[config.mk]
export PLATFORM = sky130hd
export DESIGN_NAME = axi_lite_master
export DESIGN_NICKNAME = d
export VERILOG_FILES = /design/src/rtl/axi_lite_master.sv
export SDC_FILE = /design/constraint.sdc
export NUM_CORES = 1
export LEC_CHECK = 0
export CORE_MARGIN = 2
export CORE_UTILIZATION = 45
export DETAILED_ROUTE_END_ITERATION = 16
export PLACE_DENSITY = 0.94
export REMOVE_ABC_BUFFERS = 1
export SYNTH_ARGS = -nofsm -noshare
export SYNTH_HDL_FRONTEND = slang
export SYNTH_SLANG_ARGS = --single-unit
export TNS_END_PERCENT = 50
[constraint.sdc]
create_clock -name ACLK -period 3.45 [get_ports ACLK]
set_input_delay 0.8625 -clock ACLK [delete_from_list [all_inputs] [get_ports ACLK]]
set_output_delay 0.8625 -clock ACLK [all_outputs]
set_load 0.01 [all_outputs]
[src/rtl/axi_lite_master.sv]
// AXI4-Lite master: runs one AXI4-Lite read or write per command accepted on
// the cmd_* port and returns the result on the rsp_* port. A sticky watchdog
// flags any single wait phase that lasts TIMEOUT_CYCLES cycles.
module axi_lite_master #(
  parameter int unsigned ADDR_WIDTH     = 4,
  parameter int unsigned DATA_WIDTH     = 32,
  parameter int unsigned TIMEOUT_CYCLES = 256
) (
  input  logic                      ACLK,
  input  logic                      ARESETn,
  // command port
  input  logic                      cmd_valid,
  output logic                      cmd_ready,
  input  logic                      cmd_write,
  input  logic [ADDR_WIDTH-1:0]     cmd_addr,
  input  logic [DATA_WIDTH-1:0]     cmd_wdata,
  input  logic [DATA_WIDTH/8-1:0]   cmd_wstrb,
  // response port
  output logic                      rsp_valid,
  input  logic                      rsp_ready,
  output logic                      rsp_write,
  output logic [DATA_WIDTH-1:0]     rsp_rdata,
  output logic                      timeout,
  // write address channel
  output logic [ADDR_WIDTH-1:0]     AWADDR,
  output logic                      AWVALID,
  input  logic                      AWREADY,
  // write data channel
  output logic [DATA_WIDTH-1:0]     WDATA,
  output logic [DATA_WIDTH/8-1:0]   WSTRB,
  output logic                      WVALID,
  input  logic                      WREADY,
  // write response channel
  input  logic                      BVALID,
  output logic                      BREADY,
  // read address channel
  output logic [ADDR_WIDTH-1:0]     ARADDR,
  output logic                      ARVALID,
  input  logic                      ARREADY,
  // read data channel
  input  logic [DATA_WIDTH-1:0]     RDATA,
  input  logic                      RVALID,
  output logic                      RREADY
);

  localparam int unsigned STRB_WIDTH = DATA_WIDTH / 8;
  localparam int unsigned WD_CNT_W   = (TIMEOUT_CYCLES == 0) ? 1 : $clog2(TIMEOUT_CYCLES + 1);
  localparam bit          WD_EN      = (TIMEOUT_CYCLES != 0);
  localparam logic [WD_CNT_W-1:0] WD_LIMIT = WD_CNT_W'(TIMEOUT_CYCLES);
  localparam logic [WD_CNT_W-1:0] WD_LAST  =
    WD_CNT_W'((TIMEOUT_CYCLES == 0) ? 0 : TIMEOUT_CYCLES - 1);

  typedef enum logic [2:0] {
    IDLE    = 3'd0,
    WR_AW_W = 3'd1,
    WR_B    = 3'd2,
    RD_AR   = 3'd3,
    RD_R    = 3'd4,
    RSP     = 3'd5
  } state_t;

  state_t              state;
  logic [WD_CNT_W-1:0] wd_cnt;
  logic                aw_pend;
  logic                w_pend;
  logic                wait_state;
  logic                leaving;

  // Accept commands only while idle and out of reset.
  assign cmd_ready = (state == IDLE) && ARESETn;

  // A write channel is still pending while its VALID is up without READY.
  assign aw_pend = AWVALID && !AWREADY;
  assign w_pend  = WVALID && !WREADY;

  // Flag the watched wait states and the edge on which each one is left.
  always_comb begin
    wait_state = 1'b0;
    leaving    = 1'b0;
    case (state)
      WR_AW_W: begin
        wait_state = 1'b1;
        leaving    = !aw_pend && !w_pend;
      end
      WR_B: begin
        wait_state = 1'b1;
        leaving    = BVALID;
      end
      RD_AR: begin
        wait_state = 1'b1;
        leaving    = ARREADY;
      end
      RD_R: begin
        wait_state = 1'b1;
        leaving    = RVALID;
      end
      default: begin
        wait_state = 1'b0;
        leaving    = 1'b0;
      end
    endcase
  end

  // Transaction FSM with registered channel controls, payloads and response.
  always_ff @(posedge ACLK) begin
    if (!ARESETn) begin
      state     <= IDLE;
      AWVALID   <= 1'b0;
      WVALID    <= 1'b0;
      BREADY    <= 1'b0;
      ARVALID   <= 1'b0;
      RREADY    <= 1'b0;
      rsp_valid <= 1'b0;
      rsp_write <= 1'b0;
      rsp_rdata <= '0;
      AWADDR    <= '0;
      WDATA     <= '0;
      WSTRB     <= '0;
      ARADDR    <= '0;
    end else begin
      case (state)
        IDLE: begin
          if (cmd_valid) begin
            if (cmd_write) begin
              AWADDR  <= cmd_addr;
              WDATA   <= cmd_wdata;
              WSTRB   <= STRB_WIDTH'(cmd_wstrb);
              AWVALID <= 1'b1;
              WVALID  <= 1'b1;
              state   <= WR_AW_W;
            end else begin
              ARADDR  <= cmd_addr;
              ARVALID <= 1'b1;
              state   <= RD_AR;
            end
          end
        end
        WR_AW_W: begin
          // Each VALID drops on its own handshake; both may finish together.
          if (AWVALID && AWREADY) AWVALID <= 1'b0;
          if (WVALID && WREADY)   WVALID  <= 1'b0;
          if (!aw_pend && !w_pend) begin
            BREADY <= 1'b1;
            state  <= WR_B;
          end
        end
        WR_B: begin
          if (BVALID) begin
            BREADY    <= 1'b0;
            rsp_write <= 1'b1;
            rsp_rdata <= '0;
            rsp_valid <= 1'b1;
            state     <= RSP;
          end
        end
        RD_AR: begin
          if (ARREADY) begin
            ARVALID <= 1'b0;
            RREADY  <= 1'b1;
            state   <= RD_R;
          end
        end
        RD_R: begin
          if (RVALID) begin
            RREADY    <= 1'b0;
            rsp_rdata <= RDATA;
            rsp_write <= 1'b0;
            rsp_valid <= 1'b1;
            state     <= RSP;
          end
        end
        RSP: begin
          if (rsp_ready) begin
            rsp_valid <= 1'b0;
            state     <= IDLE;
          end
        end
        default: begin
          state <= IDLE;
        end
      endcase
    end
  end

  // Per-phase saturating watchdog; the sticky flag fires on the cycle that
  // completes TIMEOUT_CYCLES cycles in one wait state. The FSM is never aborted.
  always_ff @(posedge ACLK) begin
    if (!ARESETn) begin
      wd_cnt  <= '0;
      timeout <= 1'b0;
    end else if (wait_state) begin
      if (WD_EN && (wd_cnt == WD_LAST)) timeout <= 1'b1;
      if (leaving) begin
        wd_cnt <= '0;
      end else if (wd_cnt != WD_LIMIT) begin
        wd_cnt <= wd_cnt + WD_CNT_W'(1);
      end
    end
  end

endmodule

==> results of run 1 <==
[power groups by stage]
stage,clock network [µW],registers (µW),logic [µW]
after global routing,794,1350,1010
after floorplan,0,1370,454
after global placement,0,1340,895
after CTS,749,1330,930
final,730,1330,927
after detailed placement,0,1350,925
[synthesized netlist by cell type, drive strengths merged]
cell,instances
nor4b,2
a211oi,4
a31o,2
clkbuf,22
dfxtp,96
and4,1
nand4b,1
and3,4
or4,1
a221oi,1
nand4,4
xnor2,1
nor4bb,1
a311oi,2
a21oi,82
buf,12
nand2b,2
a31oi,2
nand3,35
and2,3
ha,3
nand2,123
xor2,5
o211a,1
nor3b,1
a41o,1
mux2i,4
o21a,3
nor2,24
inv,6
o22ai,1
nor2b,3
nor3,3
[worst max-delay path, cell delays in order]
cell and delay, ns:
sky130_fd_sc_hd__clkdlybuf4s50_1 0.60, sky130_fd_sc_hd__and2_1 0.17, sky130_fd_sc_hd__clkdlybuf4s50_1 0.53
[state kept, by name (all words and copies together) (netlist names)]
| name | count |
|---|---|
| WDATA | 32 |
| rsp_rdata | 32 |
| wd_cnt | 9 |
| ARADDR | 4 |
| AWADDR | 4 |
| WSTRB | 4 |
| state | 3 |
| ARVALID | 1 |
| AWVALID | 1 |
| BREADY | 1 |
| RREADY | 1 |
| WVALID | 1 |
| rsp_valid | 1 |
| rsp_write | 1 |
| timeout | 1 |
[area by class of cell]
type                            count  area [µm²]
Clock buffer                       11         131
Clock inverter                      5        66.3
Fill cell                         644        2500
Inverter                            6        22.5
Multi-Input combinational cell    320        1620
Sequential cell                    96        1920
Tap cell                          105         131
Timing Repair Buffer              172        1710
[worst max-delay path by stage]
stage	startpoint	slack, ns	end	depth (start not counted)
after global placement	ARESETn	0.45	cmd_ready	3
final	ARESETn	0.42	cmd_ready	3
after CTS	ARESETn	0.42	cmd_ready	3
after global routing	ARESETn	0.37	cmd_ready	3
after floorplan	RVALID	0.81	rsp_write	4
after detailed placement	ARESETn	0.42	cmd_ready	3
[per-stage QoR]
stage / worst slack [ns] / cell area (µm²) / power [µW]
floorplan: 0.809 / 3550 / 1830
global placement: 0.453 / 5400 / 2240
detailed placement: 0.425 / 5400 / 2270
CTS: 0.418 / 5600 / 3000
global route: 0.366 / 5600 / 3150
finish: 0.416 / 5600 / 2980
[per-layer routing]
metal  vias up  track usage (%)
li1       1823                -
met1      1678             26.0
met2       135             38.6
met3        12             6.94
met4         0             7.00
met5         -                0
[logic make-up after synthesis]
group	count (synthesis)	share of synthesized area, %
simple gates	208	24.6
compound gates	99	15.3
flops	96	51.9
buf+inv	40	4.69
xor+xnor	6	1.42
mux	4	1.08
fa+ha+maj	3	1.01
==> summary.md, run 1 <==
• Iteration-0 DRC Markers: 138
• post-detailed-route count of antenna-violating nets: 0
• via-per-instance ratio: 5.10
• vias in the first global route: 3,446
• fraction of the yosys area taken by sequential cells: 51.9%
• highest attainable clock frequency: 0.330 GHz
• clock insertion delay at the later pin of the skew report: 0.34 ns
• Final TNS setup: 0 ns
• number of cells in the finished layout apart from fillers: 715
• number of core rows: 33
• wl on met1: 4.11 mm
• final hold violations: 0
• post-CTS clock slew at the launch and capture registers of the worst setup and hold paths: 0.09 ns
• Sink Count: 96
• clock buffer depth: 2
• Total Routed Length: 10.2 mm
• number of slew-limit violations in the final report: 0
• Register-to-Register Setup Slack: 1.31 ns
• max layer used: met4
• number of failing setup endpoints in the final timing report: 0
• launching point of the worst reg2reg path: state[1]
• Pre-Repair DR Iteration Count: 4
• met3 wire len: 871 µm
• overall overflow remaining after global route: 0
• Critical Setup Path Class: input pin to output pin
• Antenna Cells: 0
• synth top area cells: sky130_fd_sc_hd__dfxtp_1 (52%), sky130_fd_sc_hd__nand2_1 (12%), sky130_fd_sc_hd__a21oi_1 (11%), sky130_fd_sc_hd__nand3_1 (4.7%), sky130_fd_sc_hd__nor2_1 (2.4%)
• weighted congestion reported at the end of routability-driven placement: 0.886
• top-level I/O count: 167
• fraction of layout instances using a drive strength above 1: 4.75%
• number of nets in the layout: 690
• met2 wire len: 5.13 mm
• tightest slew margin relative to the limit: 22.9%
• pwr dens: 533 mW/mm²
• leakage dissipation: 0.00193 µW
• part of the power in the clock network: 24.5%
• count of hold-fix buffers inserted at cts: 0
• endpoint of the worst hold-timing path: rsp_rdata[30]
• unrepaired setup endpoints after global routing: no
• slew at the pin with the worst max-slew slack: 1.16 ns
• worst reg-to-reg path cell count: 4
• Comb power frac: 31.1%
• maximum number of pins on one net before global-route repair: 47
• most frequent cells in the layout: sky130_fd_sc_hd__clkdlybuf4s50_1 (166), sky130_fd_sc_hd__nand2_1 (123), sky130_fd_sc_hd__dfxtp_1 (96)
• dpl cells: 699
• total of buffers placed on input and output ports: 166
• cell accounting for the most synthesized area: sky130_fd_sc_hd__dfxtp_1
• depth of the worst hold-timing path: 2
• Std-Cell Core Area: 0.00809 mm²
• combined area of all synthesized cells: 0.00370 mm²
• worst vdd rail ir drop: 0.306 mV
• DRC violations left: 0
• most common cell after layout, fill and taps aside: sky130_fd_sc_hd__clkdlybuf4s50_1
• WL per Instance: 14.3 µm
• worst slack on hold paths: 0.455 ns
• number of different library cells in the post-synthesis netlist: 39
• worst clock skew: 0.0119 ns
• Mapped Cells: 456
• root buffer cell: sky130_fd_sc_hd__clkbuf_8
• first-pass GRT wire length: 16.0 mm
• Resized Gates After CTS: 0
• fraction of synthesized cell area taken by the top area cell type: 51.9%
• die area: 0.00897 mm²
• horizontal die dimension: 94.7 µm
• Worst Hold Launch: rsp_rdata[30]
• Final period util: 87.9%
• time the final worst path needs with I/O delays and setup: 3.03 ns
• Critical Path AT: 2.17 ns
• CTS Buf Count: 9
• Net Sw Frac: 33.4%
• cell-internal power: 1990 µW
• share of power burned in registers: 44.5%
• Net Switching: 997 µW
• Synth warnings: 0
• initial antenna violation count: 0
• H-Tree Depth: 3
• synthesis-stage register bit count: 96
• CTS tree: yes
• type of the most critical hold path: register to register
• element type at the critical path end: output pin
• post-CTS repair timing setup buffer count: 0
• overall fraction of global-route tracks in use: 22.2%
• startpoint class of the critical path: input pin
• die span in y: 94.7 µm
• Initial Utilization: 45.8%
• endpoint of the lowest-slack register-to-register path: rsp_rdata[22]
• Maximum Capacitance Violations: 0
• result of the run: finished clean
• HPWL after DPL: 7.35 mm
• average size of a mapped cell: 8.12 µm²
• area delta synth->final: 51.0%
• utilization after layout: 69.1%
• worst-path fanout max: 7
• data required time at the worst endpoint: 2.59 ns
• overall via count from detail_route: 3,648
Power figures use the tool's default switching activity.
==> run 2: changes to the inputs <==
--- a/config.mk
+++ b/config.mk
@@ -5,9 +5,11 @@
 export SDC_FILE = /design/constraint.sdc
 export NUM_CORES = 1
 export LEC_CHECK = 0
+export CORE_ASPECT_RATIO = 1.25
 export CORE_MARGIN = 2
 export CORE_UTILIZATION = 45
 export DETAILED_ROUTE_END_ITERATION = 16
+export GPL_TIMING_DRIVEN = 0
 export PLACE_DENSITY = 0.94
 export REMOVE_ABC_BUFFERS = 1
 export SYNTH_ARGS = -nofsm -noshare
==> run 2 against run 1 <==
  * Worst setup slack got worse by 0.10 ns
  * Largest cell class unchanged
  * Maximum frequency decreased by 3.3%
  * Total power decreased by 0.47%
  * Largest power group unchanged
  * Critical endpoint is now wd_cnt[8]
==> summary.md, run 2 (same netlist as run 1, synthesis figures left out) <==
• fraction of layout instances using a drive strength above 1: 4.31%, -0.44 points
• weighted congestion reported at the end of routability-driven placement: 0.843, -4.9%
• clock buffer depth: 2, unchanged
• Comb power frac: 30.7%, -0.4 points
• number of slew-limit violations in the final report: 0, unchanged
• cell-internal power: 2000 µW, +0.61%
• number of core rows: 37, +12%
• Sink Count: 96, unchanged
• Final period util: 90.9%, +3.0 points
• data required time at the worst endpoint: 3.67 ns, +1.08 ns
• maximum number of pins on one net before global-route repair: 45, -4.3%
• CTS Buf Count: 9, unchanged
• Initial Utilization: 45.7%, -0.049 points
• time the final worst path needs with I/O delays and setup: 3.14 ns, +0.102 ns
• worst vdd rail ir drop: 0.392 mV, +28%
• utilization after layout: 68.8%, -0.37 points
• DRC violations left: 0, unchanged
• Placed Instance Area: 0.00538 mm², -0.39%
• result of the run: finished clean
• Antenna Cells: 0, unchanged
• Net Switching: 971 µW, -2.6%
• Total Routed Length: 10.0 mm, -2.2%
• initial antenna violation count: 0, unchanged
• Critical Path AT: 3.35 ns, +1.18 ns
• first-pass GRT wire length: 16.3 mm, +1.7%
• die area: 0.00898 mm², about the same
• Iteration-0 DRC Markers: 159, +15%
• post-CTS clock slew at the launch and capture registers of the worst setup and hold paths: 0.08 ns, about the same
• post-CTS repair timing setup buffer count: 0, unchanged
• Final TNS setup: 0 ns, unchanged
• root buffer cell: sky130_fd_sc_hd__clkbuf_8
• die span in y: 105 µm, +11%
• highest attainable clock frequency: 0.319 GHz, -3.3%
• horizontal die dimension: 85.2 µm, -10%
• top-level I/O count: 167, unchanged
• post-detailed-route count of antenna-violating nets: 0, unchanged
• element type at the critical path end: register
• overall via count from detail_route: 3,695, +1.3%
• via-per-instance ratio: 5.28, +3.5%
• overall fraction of global-route tracks in use: 22.3%, +0.17 points
• count of hold-fix buffers inserted at cts: 0, unchanged
• Resized Gates After CTS: 0, unchanged
• type of the most critical hold path: register to register
• number of nets in the layout: 685, -0.72%
• Maximum Capacitance Violations: 0, unchanged
• leakage dissipation: 0.00192 µW, -0.80%
• H-Tree Depth: 3, unchanged
• CP max-delay cell: sky130_fd_sc_hd__a31o_1
• startpoint class of the critical path: input pin
• finished layout cell area: 0.00557 mm², -0.42%
• clock insertion delay at the later pin of the skew report: 0.36 ns, +0.02 ns
• vias in the first global route: 3,624, +5.2%
• pwr dens: 533 mW/mm², about the same
• CTS tree: yes
• Net Sw Frac: 32.7%, -0.73 points
• slew at the pin with the worst max-slew slack: 1.20 ns, +0.0392 ns
• Fillers: 627, -2.6%
• most common cell after layout, fill and taps aside: sky130_fd_sc_hd__clkdlybuf4s50_1
• Pre-Repair DR Iteration Count: 5, +1
• most frequent cells in the layout: sky130_fd_sc_hd__clkdlybuf4s50_1 (166), sky130_fd_sc_hd__nand2_1 (123), sky130_fd_sc_hd__dfxtp_1 (96)
• worst clock skew: 0.00999 ns, -0.00188 ns
• tightest slew margin relative to the limit: 20.3%, -2.6 points
• WL per Instance: 14.3 µm, -0.10%
• worst-path fanout max: 34, +27
• HPWL after DPL: 7.18 mm, -2.3%
• total of buffers placed on input and output ports: 166, unchanged
• part of the power in the clock network: 24.5%, about the same
• final hold violations: 0, unchanged
• overall overflow remaining after global route: 0, unchanged
• top flop regs: WDATA: 32 flops, rsp_rdata: 32 flops, wd_cnt: 9 flops
• number of failing setup endpoints in the final timing report: 0, unchanged
• unrepaired setup endpoints after global routing: no
• area delta synth->final: 50.4%
• peak per-stage delay on the critical path: 0.98 ns, +0.38 ns
• Std-Cell Core Area: 0.00810 mm², +0.11%
• Critical Setup Path Class: input pin to register
• critical-path cell list: clkdlybuf4s50_1, nor4bb_1, a31o_1, or4_4, a211oi_2
• share of power burned in registers: 44.7%, +0.2 points
## run 2: routing by layer
layer	track usage [%]	up-vias	wire length, µm
met3	6.89	24	883
met1	23.9	1708	3760
met4	10.7	0	287
li1	-	1811	-
met2	39.4	152	5090
met5	0	-	0
## run 2: worst paths after layout
| kind | from | to | slack (ns) | cells past startpoint |
|---|---|---|---|---|
| max reg2reg | state[1] | wd_cnt[8] | 0.79 | 4 |
| min | rsp_rdata[12] | rsp_rdata[12] | 0.45 | 2 |
| min reg2reg | rsp_rdata[12] | rsp_rdata[12] | 0.45 | 2 |
| max | RVALID | wd_cnt[8] | 0.31 | 5 |
## run 2: final cells by class
class	count	area (µm²)	share of cell area, %
Clock inverter	3	42.5	0.764
Multi-Input combinational cell	320	1630	29.3
Tap cell	97	121	2.18
Inverter	6	22.5	0.404
Clock buffer	11	151	2.72
Timing Repair Buffer	167	1680	30.2
Sequential cell	96	1920	34.5
## run 2: critical path, delay by kind of cell
kind / cells / cell delay (ns)
buf+inv: 1 / 0.52
compound gates: 2 / 1.03
simple gates: 2 / 0.94
## run 2: through the flow
step                std cells  setup WS [ns]  hold WS (ns)  total power, µW
floorplan                 422          0.809         0.476             1830
global placement          685         -0.485         0.438             2220
detailed placement        686        -0.0955         0.445             2270
CTS                       700          0.279         0.457             2990
global route              700          0.108         0.472             3150
finish                    700          0.314         0.454             2970
## run 2: power groups by stage
stage	Clock, µW	Sequential, µW	Combinational (µW)
floorplan	0	1370	454
global placement	0	1340	875
detailed placement	0	1350	920
CTS	744	1330	924
global route	788	1350	1010
finish	728	1330	913
